[config.mk]
export PLATFORM = sky130hd
export DESIGN_NAME = apb_master_arb
export DESIGN_NICKNAME = d
export VERILOG_FILES = /design/src/rtl/apb_master_arb.sv
export SDC_FILE = /design/constraint.sdc
export NUM_CORES = 1
export LEC_CHECK = 0
export CAP_MARGIN = 20
export CORE_MARGIN = 4
export CORE_UTILIZATION = 53
export CTS_BUF_LIST = sky130_fd_sc_hd__clkbuf_8 sky130_fd_sc_hd__clkbuf_16
export DETAILED_ROUTE_END_ITERATION = 10
export DONT_BUFFER_PORTS = 1
export PLACE_DENSITY = 0.75
export SYNTH_ARGS = -nofsm -noshare
export SYNTH_HDL_FRONTEND = slang
export SYNTH_SLANG_ARGS = --single-unit
[constraint.sdc]
create_clock -name pclk -period 6.2 [get_ports pclk]
set_clock_uncertainty 0.15 [all_clocks]
set_input_delay 1.24 -clock pclk [delete_from_list [all_inputs] [get_ports pclk]]
set_output_delay 1.24 -clock pclk [all_outputs]
set_load 0.01 [all_outputs]
[src/rtl/apb_master_arb.sv]
// Two-requester APB master: round-robin arbitration in front of a single
// IDLE/SETUP/ACCESS APB sequencer with a bounded wait-state timeout.
module apb_master_arb #(
    parameter int AWD = 16,
    parameter int DWD = 32,
    parameter int TMO = 16
) (
    input  logic           pclk,
    input  logic           reset,
    input  logic [1:0]     req,
    input  logic [AWD-1:0] req_addr0,
    input  logic [AWD-1:0] req_addr1,
    input  logic [1:0]     req_wr,
    input  logic [DWD-1:0] req_wdata0,
    input  logic [DWD-1:0] req_wdata1,
    output logic [1:0]     done,
    output logic           err,
    output logic [DWD-1:0] rdata,
    output logic [AWD-1:0] paddr,
    output logic           psel,
    output logic           penable,
    output logic           pwrite,
    output logic [DWD-1:0] pwdata,
    input  logic [DWD-1:0] prdata,
    input  logic           pready,
    input  logic           pslverr
);

    typedef enum logic [1:0] {
        IDLE   = 2'd0,
        SETUP  = 2'd1,
        ACCESS = 2'd2
    } state_t;

    localparam logic [7:0] TMO_LAST = 8'(TMO - 1);

    state_t         state_q, state_d;
    logic           grant_q, grant_d;
    logic           last_q, last_d;
    logic [7:0]     wcnt_q, wcnt_d;
    logic [AWD-1:0] paddr_q, paddr_d;
    logic           pwrite_q, pwrite_d;
    logic [DWD-1:0] pwdata_q, pwdata_d;
    logic [1:0]     done_q, done_d;
    logic           err_q, err_d;
    logic [DWD-1:0] rdata_q, rdata_d;
    logic           win_s;

    // Round-robin pick: on contention the requester not granted last time wins.
    always_comb begin
        if (req == 2'b11) begin
            win_s = ~last_q;
        end else if (req[1]) begin
            win_s = 1'b1;
        end else begin
            win_s = 1'b0;
        end
    end

    // Next-state, command capture and completion status.
    always_comb begin
        state_d  = state_q;
        grant_d  = grant_q;
        last_d   = last_q;
        wcnt_d   = wcnt_q;
        paddr_d  = paddr_q;
        pwrite_d = pwrite_q;
        pwdata_d = pwdata_q;
        done_d   = 2'b00;
        err_d    = 1'b0;
        rdata_d  = rdata_q;
        case (state_q)
            IDLE: begin
                if (req != 2'b00) begin
                    state_d  = SETUP;
                    grant_d  = win_s;
                    last_d   = win_s;
                    paddr_d  = win_s ? req_addr1 : req_addr0;
                    pwrite_d = req_wr[win_s];
                    pwdata_d = win_s ? req_wdata1 : req_wdata0;
                end else begin
                    state_d = IDLE;
                end
            end
            SETUP: begin
                state_d = ACCESS;
                wcnt_d  = 8'd0;
            end
            ACCESS: begin
                // pready wins over a coincident timeout.
                if (pready) begin
                    state_d = IDLE;
                    done_d  = grant_q ? 2'b10 : 2'b01;
                    err_d   = pslverr;
                    if (!pwrite_q) begin
                        rdata_d = prdata;
                    end else begin
                        rdata_d = rdata_q;
                    end
                end else if (wcnt_q == TMO_LAST) begin
                    state_d = IDLE;
                    done_d  = grant_q ? 2'b10 : 2'b01;
                    err_d   = 1'b1;
                end else begin
                    wcnt_d = wcnt_q + 8'd1;
                end
            end
            default: begin
                state_d = IDLE;
            end
        endcase
    end

    // State and datapath registers.
    always_ff @(posedge pclk or posedge reset) begin
        if (reset) begin
            state_q  <= IDLE;
            grant_q  <= 1'b0;
            last_q   <= 1'b1;
            wcnt_q   <= 8'd0;
            paddr_q  <= '0;
            pwrite_q <= 1'b0;
            pwdata_q <= '0;
            done_q   <= 2'b00;
            err_q    <= 1'b0;
            rdata_q  <= '0;
        end else begin
            state_q  <= state_d;
            grant_q  <= grant_d;
            last_q   <= last_d;
            wcnt_q   <= wcnt_d;
            paddr_q  <= paddr_d;
            pwrite_q <= pwrite_d;
            pwdata_q <= pwdata_d;
            done_q   <= done_d;
            err_q    <= err_d;
            rdata_q  <= rdata_d;
        end
    end

    assign psel    = (state_q != IDLE);
    assign penable = (state_q == ACCESS);
    assign paddr   = paddr_q;
    assign pwrite  = pwrite_q;
    assign pwdata  = pwdata_q;
    assign done    = done_q;
    assign err     = err_q;
    assign rdata   = rdata_q;

endmodule

==> results.ini <==
[floorplanning]
die_h_um=97.8
io_pins=222
dieArea_um2=9560
start_util=0.550
die_w_um=97.8
row_count=32
core_area_um2=7770

[pwr]
p_leak_nw=2.03
pwr_density_cell_nw_per_um2=485
ir_drop_uv=298

[place]
place_congestion=0.837
postPlaceCellArea_um2=4350
port_buffers=0
dp_hpwl_um=7350

[synth]
syn_inst=364
syn_area_um2=4270
synth_fp_nets=504
synth_top_family_by_area=multiplexers
ys_warn_count=0
ys_top_cells_by_area=dfrtp_1 56%, mux2i_1 12%, mux2_2 8.4%, o21ai_0 6.0%, nand2_1 5.1%
synth_edf_count=0
async_flop_share=1.00
ys.flop_type=dfrtp_1
muxShareOfSynthArea=0.205
synth_fa_ha_area_frac=0.0117
yosys.cell_count.top_type=dfrtp_1
synth_cell_types=43
synth_commonest_cells=95 x dfrtp_1, 58 x nand2_1, 51 x o21ai_0
synth_area_per_cell_um2=11.7
ys_seq_area_frac=0.563
synth_compound_area_frac=0.102
yosys.area_share.simple=0.0876
synth_xor_area_frac=0
yosys.area.top_type=dfrtp_1
synth-seq-cells=96
yosysTopAreaCellShare=0.557

[worst_setup_path]
cp.buffers_inverters=1
slowest_stage=ha_1
path_class=reg -> out
crit_arrival_ns=1.31
cp-end-kind=primary output
critPathMaxStageDelay_ns=0.48
crit_required_ns=4.81
cpLargestDelayFamily=adder cells
path_cells=inv_1, ha_1
worst_setup_path_start_kind=register
crit_fanout=13

[min_path]
hold_class=reg -> reg

[cts]
clk_latency_ns=0.35
postCtsHoldBufs=0
cts_buffers=9
clk_path_buf_depth=2
path_clk_slew_ns=0.10
cts.sinks=96
cts_resized=0
root_buffer=clkbuf_8
postCtsSetupBuffers=0
cts_tree=done
htree_levels=3

[sta]
tightest_slew_ns=0.720
setup_violations=0
drv_slew=0
rsz0062_at_grt=false
period_minus_slack_ns=2.70
finalHoldViolCount=0
tns_ns=0
max-slew-margin-rel=0.520
fmax_ghz=0.370
period_share=0.436

[layout]
area_growth_pct=6.18
fin_nets=497
finish.instance_area_um2=4540
layout-drive-gt1-share=0.166
antenna_cells=0

[drt]
routed_wl_um=9510
drc_errors=0
antenna_left=0
drt_iter0_markers=61
num_vias=2673
avgViaCountPerCell=5.77
first_pass_iters=4
wl_per_cell_um=20.5

[global_routing]
grt_pass1_wl_um=14900
globalRouteOverflowTotal=0
antenna_found_initial=0
grt_pass1_vias=2831
grt_start_max_net_pins=93
grt_use_total=0.197

[run]
maxCapViolations=0

[status]
outcome=complete, no violations

## state kept, by name, indices dropped and copies added, names as in the netlist
register	count
pwdata	32
rdata	32
paddr	16
wcnt_q	8
done	2
state_q	2
err	1
grant_q	1
last_q	1
pwrite	1
## layer usage
layer | up-vias | part of all wire | track usage
met5 | - | 0 | 0
met4 | 0 | 0.015 | 0.0692
met3 | 12 | 0.12 | 0.0793
met2 | 170 | 0.48 | 0.315
met1 | 1228 | 0.39 | 0.245
li1 | 1263 | - | -
## layout by cell type (no fill, tap or decap), types with 2 or more instances in the layout
master	count
mux2_2	32
mux2i_1	50
or3_1	2
clkbuf_8	9
inv_6	3
nand3_1	3
o211ai_1	3
and3_1	2
ha_1	4
o311ai_1	2
clkinv_2	2
dfrtp_1	95
a2111oi_0	2
or4_1	2
nand3b_1	3
buf_4	4
a21oi_1	3
nand2_1	58
inv_1	5
o21ai_0	51
## metrics by stage
step,std cells,total power [mW],setup WS [ns],hold WS (ns),util
detailed placement,448,1.83,3.16,0.336,0.559
global route,463,2.36,3.42,0.347,0.584
CTS,463,2.23,3.47,0.329,0.584
floorplan,364,1.66,2.31,0.272,-
finish,463,2.20,3.50,0.336,0.584
global placement,448,1.79,3.22,0.334,0.559
## layout make-up
cell class / instances / area, um^2
tap: 102 / 128
inverter: 6 / 25.0
clock buffer: 9 / 124
clock inverter: 6 / 66.3
fill: 630 / 3230
timing repair buffer: 4 / 30.0
multi-input combinational: 240 / 1760
sequential: 96 / 2400
## cell families after synthesis
logic type	Yosys count
flops	96
mux	83
simple gates	79
compound gates	74
buf+inv	28
fa+ha+maj	4
## worst paths after layout
path | slack (ns) | start | end | cells after the start
setup / recovery | 3.50 | state_q[0] | penable | 2
hold / removal | 0.34 | grant_q | done[0] | 1
setup reg to reg | 4.04 | state_q[0] | state_q[1] | 5
hold reg to reg | 0.34 | grant_q | done[0] | 1
max in group asynchronous | 4.19 | reset | rdata[26] | 2
min in group asynchronous | 0.67 | reset | wcnt_q[3] | 1
## report_power, final
group / total (mW) / internal (mW) / switching, mW
combinational: 0.548 / 0.245 / 0.303
sequential: 1.25 / 0.910 / 0.341
clock: 0.401 / 0.188 / 0.214
## worst reg2reg max path, stage by stage (launching register included)
cell      delay, ns
dfrtp_1        0.39
inv_1          0.10
ha_1           0.48
inv_1          0.23
a211oi_2       0.37
mux2_4         0.33
(Power assumes the default switching activity.)
